[src/rtl/bit_serializer_pkg.sv]
// Shared constants for the serial bit-stream path (serializer feeding the sequence detector).
// Holds shift-order encodings, the default idle level and stream width constants.
package bit_serializer_pkg;

  localparam bit SHIFT_MSB_FIRST = 1'b1;
  localparam bit SHIFT_LSB_FIRST = 1'b0;

  localparam bit IDLE_BIT_DEFAULT = 1'b0;

  // One bit per clock travels between serializer and detector
  localparam int SER_BIT_W      = 1;
  localparam int DEFAULT_WORD_W = 8;
  localparam int DEFAULT_CNT_W  = 16;

endpackage

[src/rtl/serializer_hold_reg.sv]
// One-entry holding register with a full flag; lets the serializer accept the
// next word while the current one is still shifting out.
module serializer_hold_reg
  import bit_serializer_pkg::*;
#(
  parameter int WIDTH = DEFAULT_WORD_W
) (
  input  logic             clk,
  input  logic             reset,
  input  logic             write_en,
  input  logic [WIDTH-1:0] write_data,
  input  logic             read_en,
  output logic [WIDTH-1:0] hold_data,
  output logic             hold_full
);

  // Write and read never coincide: writes are only possible while empty
  always_ff @(posedge clk) begin
    if (reset) begin
      hold_full <= 1'b0;
    end else if (write_en) begin
      hold_data <= write_data;
      hold_full <= 1'b1;
    end else if (read_en) begin
      hold_full <= 1'b0;
    end
  end

endmodule

[src/rtl/bit_serializer.sv]
// Parallel-in, serial-out stage: words arrive over valid/ready and leave one bit
// per clock with no gap between consecutive words.
module bit_serializer
  import bit_serializer_pkg::*;
#(
  parameter int WIDTH     = DEFAULT_WORD_W,
  parameter bit MSB_FIRST = SHIFT_MSB_FIRST,
  parameter bit IDLE_BIT  = IDLE_BIT_DEFAULT,
  parameter int CNT_W     = DEFAULT_CNT_W
) (
  input  logic             clk,
  input  logic             reset,
  input  logic [WIDTH-1:0] in_data,
  input  logic             in_valid,
  output logic             in_ready,
  output logic             ser_bit,
  output logic             ser_valid,
  output logic             word_start,
  output logic             word_last,
  output logic             busy,
  output logic [CNT_W-1:0] words_sent
);

  localparam int BC_W = $clog2(WIDTH);

  logic [WIDTH-1:0] sreg;
  logic [BC_W-1:0]  bit_cnt;
  logic             active;
  logic [WIDTH-1:0] hold_data;
  logic             hold_full;

  logic transfer;
  logic at_last;
  logic shifter_free;
  logic load_hold;
  logic load_bypass;

  assign in_ready     = !hold_full && !reset;
  assign transfer     = in_valid && in_ready;
  assign at_last      = active && (bit_cnt == BC_W'(WIDTH - 1));
  assign shifter_free = !active || at_last;
  assign load_hold    = shifter_free && hold_full;
  assign load_bypass  = shifter_free && !hold_full && transfer;

  serializer_hold_reg #(
    .WIDTH(WIDTH)
  ) u_hold (
    .clk       (clk),
    .reset     (reset),
    .write_en  (transfer && !shifter_free),
    .write_data(in_data),
    .read_en   (load_hold),
    .hold_data (hold_data),
    .hold_full (hold_full)
  );

  // A word finishing its last bit can be replaced by the next one on the same
  // edge, which is what keeps ser_valid continuous under back-to-back traffic.
  always_ff @(posedge clk) begin
    if (reset) begin
      active     <= 1'b0;
      bit_cnt    <= '0;
      words_sent <= '0;
    end else begin
      if (at_last) begin
        words_sent <= words_sent + CNT_W'(1);
      end
      if (load_hold) begin
        sreg    <= hold_data;
        active  <= 1'b1;
        bit_cnt <= '0;
      end else if (load_bypass) begin
        sreg    <= in_data;
        active  <= 1'b1;
        bit_cnt <= '0;
      end else if (shifter_free) begin
        active <= 1'b0;
      end else begin
        if (MSB_FIRST) begin
          sreg <= {sreg[WIDTH-2:0], 1'b0};
        end else begin
          sreg <= {1'b0, sreg[WIDTH-1:1]};
        end
        bit_cnt <= bit_cnt + BC_W'(1);
      end
    end
  end

  assign ser_bit    = active ? (MSB_FIRST ? sreg[WIDTH-1] : sreg[0]) : IDLE_BIT;
  assign ser_valid  = active;
  assign word_start = active && (bit_cnt == '0);
  assign word_last  = at_last;
  assign busy       = active || hold_full;

endmodule

[config.mk]
export PLATFORM = sky130hd
export DESIGN_NAME = bit_serializer
export DESIGN_NICKNAME = d
export VERILOG_FILES = /design/src/rtl/bit_serializer_pkg.sv /design/src/rtl/serializer_hold_reg.sv /design/src/rtl/bit_serializer.sv
export SDC_FILE = /design/constraint.sdc
export NUM_CORES = 1
export LEC_CHECK = 0
export BUFFER_PORTS_ARGS = -buffer_cell sky130_fd_sc_hd__buf_2
export CAP_MARGIN = 20
export CORE_MARGIN = 2
export CORE_UTILIZATION = 50
export CTS_CLUSTER_DIAMETER = 200
export DETAILED_ROUTE_END_ITERATION = 6
export MAX_ROUTING_LAYER = met4
export PLACE_DENSITY = 0.86
export SLEW_MARGIN = 0
export SYNTH_ARGS = -nofsm -noshare
export SYNTH_HDL_FRONTEND = slang
export SYNTH_SLANG_ARGS = --single-unit
[constraint.sdc]
create_clock -name clk -period 2.2 [get_ports clk]
set_clock_uncertainty 0.15 [all_clocks]
set_input_delay 0.44 -clock clk [delete_from_list [all_inputs] [get_ports clk]]
set_output_delay 0.44 -clock clk [all_outputs]
set_load 0.02 [all_outputs]
==> metrics, run 1 <==
status complete, no violations; Leak 0.802 nW; fmax 473 MHz; worst skew pair latency 0.35 ns; Synth Register Bits 37; worst-path maximum fanout 7; CTS root buffer clkbuf_4; clock sinks 37; setup_tns 0 ns; CTS tree yes; via count 1272; non-filler cells, final 243; Arr. time, crit path 1.52 ns; DR DRC count 0; Tmin final 2.11 ns; initial antenna violation count 0; Crit-path slowest cell dfxtp_1; number of global-route vias before repair 1133; syn avg cell area 10.3 um^2; max cap viols 0; Max Root-Sink Buffers 2; Synth Cell Area 1650 um^2; DIE AREA 3770 um^2; 1st-iter DRT viols 52; aggregate global routing overflow 0; H-Tree Depth 2; total CTS buffers 5; Antenna Violating Nets Remaining 0; async set-reset flop share out of synthesis 0%; CP max stage delay 0.38 ns; all-layer global routing usage 20.2%; Pwr per Cell Area 719 nW/um^2; unique cell type count in the Yosys netlist 33; Worst Hold Class primary input to flip-flop; Setup violations, final 0; peak supply drop 0.580 mV; layout cell share with drive strength beyond 1 27.6%; IO Count 33; antenna cells 0; first-pass GRT wire length 5.25 mm; worst slew pin tran 0.447 ns; pin count of the biggest net entering global routing 25; P&R area growth vs syn 20.8%; die width 61.4 um; Yosys warnings 0; routed len/inst 13.5 um; post-synthesis sequential area ratio 54.8%; Post-synth EDFFs 16; Slew HR 70.2%; Buffers on Ports 32; clock slew at reported path FFs 0.12 ns; final cycle utilization of the critical path 96.0%; WP data required 1.61 ns; Vias/cell 5.23; Initial Util 53.0%; GPL Wtd Cong 0.777; startpoint types flip-flop; crit end category output port; Routed WL 3.27 mm; kind of critical path flip-flop to output port; fin nets 213; Synth Flop Type dfxtp_1; Rows 20; critical path cell sequence ha_1 > ha_4 > nand2_2 > inv_4 > buf_2; Place WS 0.192 ns; First-pass DRT Iterations 4; Slew Viols, Final 0; Post CTS Setup Buffer Count 0; Core ar. 3100 um^2; DP Wirelength 2.31 mm; Hold Vio Cnt, Final 0; Die Span Y 61.4 um; Syn Inst Count 160; Syn Nets 175; worst setup margin 0.0878 ns; placed cells 235
[cells in the mapped netlist (all sizes together), types with 5 or more instances]
master | number | area share (%)
nand3 | 6 | 2.1
nor2 | 22 | 5.0
nand2 | 16 | 3.7
dfxtp | 21 | 26
a21oi | 5 | 1.5
o21ai | 9 | 2.7
inv | 7 | 1.6
edfxtp | 16 | 29
mux2i | 7 | 4.3
xnor2 | 9 | 4.8
nor3 | 9 | 3.0
[what timing repair did]
| item | CTS | global route |
|---|---|---|
| setup endpoints to repair | 1 | 1 |
| gates resized for setup | 1 | 4 |
| hold buffers | 0 | 0 |
[registers in the layout, summed over array words and instances (netlist names)]
signal	flops
u_hold.hold_data	8
words_sent	16
ser_valid	1
sreg	8
bit_cnt	3
u_hold.hold_full	1
[critical path, delay by kind of cell, from the launching register on]
family | cells | cell delay [ns]
AND/OR/NAND/NOR | 1 | 0.12
buffers and inverters | 2 | 0.28
flip-flops | 1 | 0.38
adder cells (fa/ha/maj) | 2 | 0.39
[logic make-up after synthesis]
logic type	Yosys count	share of synthesized area, %
flops	37	54.8
fa+ha+maj	4	3.04
simple gates	70	22.4
compound gates	20	7.15
xor+xnor	11	5.86
buf+inv	11	2.58
mux	7	4.26
[metal layers]
layer | up-vias | share of wire [%] | GRT usage (%)
met5 | - | 0 | -
met4 | 0 | 1.3 | 5.47
met3 | 6 | 5.3 | 6.93
met2 | 31 | 48 | 30.9
met1 | 599 | 45 | 25.9
li1 | 636 | - | -
[cells in the final DEF, fill, tap and decap left out, types with 2 or more instances in the layout]
cell type  count
ha_1           3
o21ai_1        8
inv_1          6
edfxtp_1      16
a31o_1         2
and2_1         2
xor2_1         2
nor4_2         4
a22oi_1        2
a21oi_1        5
nand2b_1       2
buf_4          3
nand4_1        3
nor2_1        22
clkbuf_4       5
nand3_1        5
mux2i_1        7
nor3_1         8
buf_2         32
bufinv_16      2
nand2_1       15
xnor2_1        9
dfxtp_1       20
[power by group]
group	switching [mW]	total [mW]	internal, mW
logic	0.0576	0.0959	0.0383
registers	0.0107	0.752	0.741
clock network	0.230	0.582	0.352
[final timing paths]
check                     start             endpoint  slack, ns  cells past startpoint
setup / recovery     bit_cnt[0]            word_last       0.09                      5
setup reg to reg     bit_cnt[0]              sreg[4]       0.24                      6
hold reg to reg   words_sent[1]        words_sent[1]       0.36                      2
hold / removal       in_data[0]  u_hold.hold_data[0]       0.12                      1
[metrics by stage]
step	hold slack (ns)	power [mW]	instance area [um^2]	util, %
6_report	0.121	1.43	1990	64.1
5_1_grt	0.0909	1.48	1990	64.1
4_1_cts	0.113	1.44	1970	63.5
3_5_place_dp	0.334	0.864	1870	60.2
3_3_place_gp	0.327	0.860	1870	60.2
2_1_floorplan	0.337	0.825	1650	-
[layout make-up]
class | instances | area (um^2)
clock buffers | 5 | 37.5
clock inverters | 3 | 65.1
fillers | 276 | 1110
inverters | 7 | 28.8
multi-input cells | 112 | 717
flip-flops and latches | 37 | 902
well taps | 44 | 55.1
repair buffers | 35 | 183
No activity file was read; power rests on OpenSTA's default activity.
==> run 2: changes to the inputs <==
--- a/config.mk
+++ b/config.mk
@@ -13,2 +13,3 @@
 export DETAILED_ROUTE_END_ITERATION = 6
+export HOLD_SLACK_MARGIN = 0.02
 export MAX_ROUTING_LAYER = met4
@@ -18,2 +19,3 @@
 export SYNTH_HDL_FRONTEND = slang
+export SYNTH_HIERARCHICAL = 1
 export SYNTH_SLANG_ARGS = --single-unit
==> constraint.sdc (replaced) <==
create_clock -name clk -period 2.2 [get_ports clk]
set_clock_uncertainty 0.15 [all_clocks]
set_input_delay 0.33 -clock clk [delete_from_list [all_inputs] [get_ports clk]]
set_output_delay 0.33 -clock clk [all_outputs]
set_load 0.02 [all_outputs]
==> metrics, run 2 <==
status complete, no violations; die width 61.2 um (-0.29%); Initial Util 53.1% (+0.11 points); Leak 0.843 nW (+5.1%); all-layer global routing usage 18.8% (-1.4 points); Tmin final 2.06 ns (-0.0473 ns); CTS root buffer clkbuf_4; register area 901 um^2 (-0.14%); worst-path maximum fanout 5 (-2); WP data required 1.72 ns (+0.11 ns); H-Tree Depth 2 (unchanged); Pwr per Cell Area 655 nW/um^2 (-8.9%); max cap viols 0 (unchanged); async set-reset flop share out of synthesis 0% (unchanged); number of global-route vias before repair 1145 (+1.1%); Largest register FFs 16 (unchanged); Hold Vio Cnt, Final 0 (unchanged); met1 global-route usage 24.8% (-1.1 points); peak supply drop 0.441 mV (-24%); clock sinks 37 (unchanged); # fillers 271 (-1.8%); P&R area growth vs syn 23.3%; Syn Nets 173 (-1.1%); total power 1.32 mW (-7.6%); Logic pwr share 7.8% (+1.1 points); Max Root-Sink Buffers 2 (unchanged); r2r endpoint words_sent[15]; RSZ-0062 raised after global routing no; Worst Hold Class primary input to flip-flop; IO Count 33 (unchanged); Synth top cells by count dfxtp_1, nor2_1, edfxtp_1, nand2_1, o21ai_0; top cell type's share of synthesized area 29.4% (+0.18 points); DR DRC count 0 (unchanged); DIE AREA 3740 um^2 (-0.57%); largest area contributor in the netlist edfxtp_1; Worst Hold Launch in_data[6]; crit end category output port; crit path from bit_cnt[0]; GPL Wtd Cong 0.789 (+1.5%); Core ar. 3080 um^2 (-0.81%); Routed WL 3.05 mm (-6.6%); Arr. time, crit path 1.58 ns (+0.06 ns); pin count of the biggest net entering global routing 25 (unchanged); Die Span Y 61.2 um (-0.29%); Hold Path Depth 1 (unchanged); Top reg by flops words_sent; DP Wirelength 2.10 mm (-9.0%); post-synthesis sequential area ratio 55.1% (+0.34 points); hold path endpoint u_hold/hold_data[6]; Synth Flop Type dfxtp_1; clock slew at reported path FFs 0.11 ns (about the same); Rows 20 (unchanged); worst slew pin tran 0.497 ns (+0.0507 ns); Slew Viols, Final 0 (unchanged); sequential power share 56.9% (+4.3 points); first-pass GRT wire length 4.97 mm (-5.3%); setup_tns 0 ns (unchanged); top cells by area, synth edfxtp_1, dfxtp_1, mux2i_1; routed len/inst 12.4 um (-8.1%); Post-synth EDFFs 16 (unchanged); Pint 1.02 mW (-9.7%); unique cell type count in the Yosys netlist 36 (+9.1%); antenna cells 0 (unchanged); total CTS buffers 5 (unchanged); fmax 484 MHz (+2.3%); fin nets 217 (+1.9%); layout cell share with drive strength beyond 1 26.1% (-1.5 points); worst skew pair latency 0.35 ns (about the same); syn avg cell area 10.4 um^2 (+0.65%); Post CTS Setup Buffer Count 0 (unchanged); Buffers on Ports 32 (unchanged); clock network power share 35.4% (-5.3 points); Synth Register Bits 37 (unchanged); switching pwr 299 uW (+0.28%); Multi-input gate area 698 um^2 (-2.6%); kind of critical path flip-flop to output port; Setup violations, final 0 (unchanged); startpoint types flip-flop; Vias/cell 5.00 (-4.5%); Switching Share 22.7% (+1.8 points); First-pass DRT Iterations 4 (unchanged); met2 Usage GRT 27.4% (-3.5 points); Top Usage Layer GRT met2; via count 1235 (-2.9%); commonest non-fill, non-tap cell in the layout buf_2; Synth Cell Area 1640 um^2 (-0.61%); Slew HR 66.6% (-3.6 points); final cycle utilization of the critical path 93.9% (-2.1 points); Yosys warnings 6 (+6); flop2flop setup slack 0.15 ns (-0.09 ns); most frequent cells in the layout buf_2, dfxtp_1, nor2_1, edfxtp_1, nand2_1; aggregate global routing overflow 0 (unchanged); reg2reg path depth 6 (unchanged); FF-to-FF Start bit_cnt[0]; CTS tree yes; initial antenna violation count 0 (unchanged); 1st-iter DRT viols 34 (-35%); Antenna Violating Nets Remaining 0 (unchanged); Syn Inst Count 158 (-1.3%); top flop regs words_sent: 16 flops, sreg: 8 flops, u_hold/hold_data: 8 flops; most frequent cell after synthesis dfxtp_1; grt met3 use 6.30% (-0.63 points)
[run 2: cell types whose count changed in the layout (fill, tap and decap cells not counted), moves of 3 or more]
| cell | previous run | this run |
|---|---|---|
| o21ai_0 | 1 | 10 |
| o21ai_1 | 8 | 0 |
| dlygate4sd3_1 | 0 | 7 |
| xnor2_1 | 9 | 3 |
| nor3_1 | 8 | 3 |
| xor2_1 | 2 | 7 |
| nor4_2 | 4 | 1 |
[run 2: metal layers]
layer | share of wire, % | vias up
met1 | 49 | 560
met2 | 45 | 28
met5 | 0 | -
met3 | 4.7 | 6
li1 | - | 641
met4 | 1.1 | 0
[run 2: worst max path at each step]
stage	to	slack, ns	cells after the start
after floorplan	u_hold/hold_data[0]	0.15	6
after global placement	words_sent[15]	0.17	6
after detailed placement	words_sent[15]	0.08	6
after CTS	words_sent[15]	0.06	6
after global routing	sreg[0]	0.02	6
final	word_last	0.14	4
[run 2: per-stage QoR]
step	cell area [um^2]	worst slack (ns)	hold WS, ns	utilization (%)	cells
floorplan	1640	0.150	0.242	-	158
global placement	1860	0.173	0.349	60.4	232
detailed placement	1860	0.0806	0.347	60.4	232
CTS	1990	0.0637	0.0267	64.6	245
global route	2020	0.0183	0.0209	65.5	247
finish	2020	0.135	0.0420	65.5	247
[run 2: kinds of logic (layout without fill, tap and decap cells)]
group           count (synthesis)  count (layout)  synth area share, %
fa+ha+maj                       4               4                 3.06
flops                          37              37                 55.1
compound gates                 20              20                 6.96
buf+inv                        11              56                 2.75
xor+xnor                       10              10                 5.36
mux                             9               9                 5.59
simple gates                   67              67                 21.2
[run 2: power by group through the flow]
| stage | clock [mW] | combinational [mW] | sequential [mW] |
|---|---|---|---|
| 4_1_cts | 0.470 | 0.101 | 0.751 |
| 3_3_place_gp | 0 | 0.0913 | 0.766 |
| 5_1_grt | 0.500 | 0.116 | 0.753 |
| 2_1_floorplan | 0 | 0.0589 | 0.765 |
| 3_5_place_dp | 0 | 0.0945 | 0.766 |
| 6_report | 0.467 | 0.103 | 0.751 |
[run 2: what timing repair did]
item,4_1_cts,5_1_grt
hold buffers,5,2
gates resized for setup,0,2
endpoints found under the hold margin,5,2
setup endpoints to repair,0,1
[run 2: final cells by class]
cell class | count | area share (%)
Clock buffer | 5 | 1.86
Sequential cell | 37 | 44.7
Timing Repair Buffer | 44 | 13.3
Multi-Input combinational cell | 110 | 34.6
Clock inverter | 3 | 2.05
Tap cell | 44 | 2.73
Inverter | 4 | 0.745
[run 2: worst max-delay path, cell delays in order (launching register included)]
cell	delay, ns
dfxtp_1	0.39
ha_1	0.17
ha_1	0.23
and2_1	0.25
buf_2	0.20
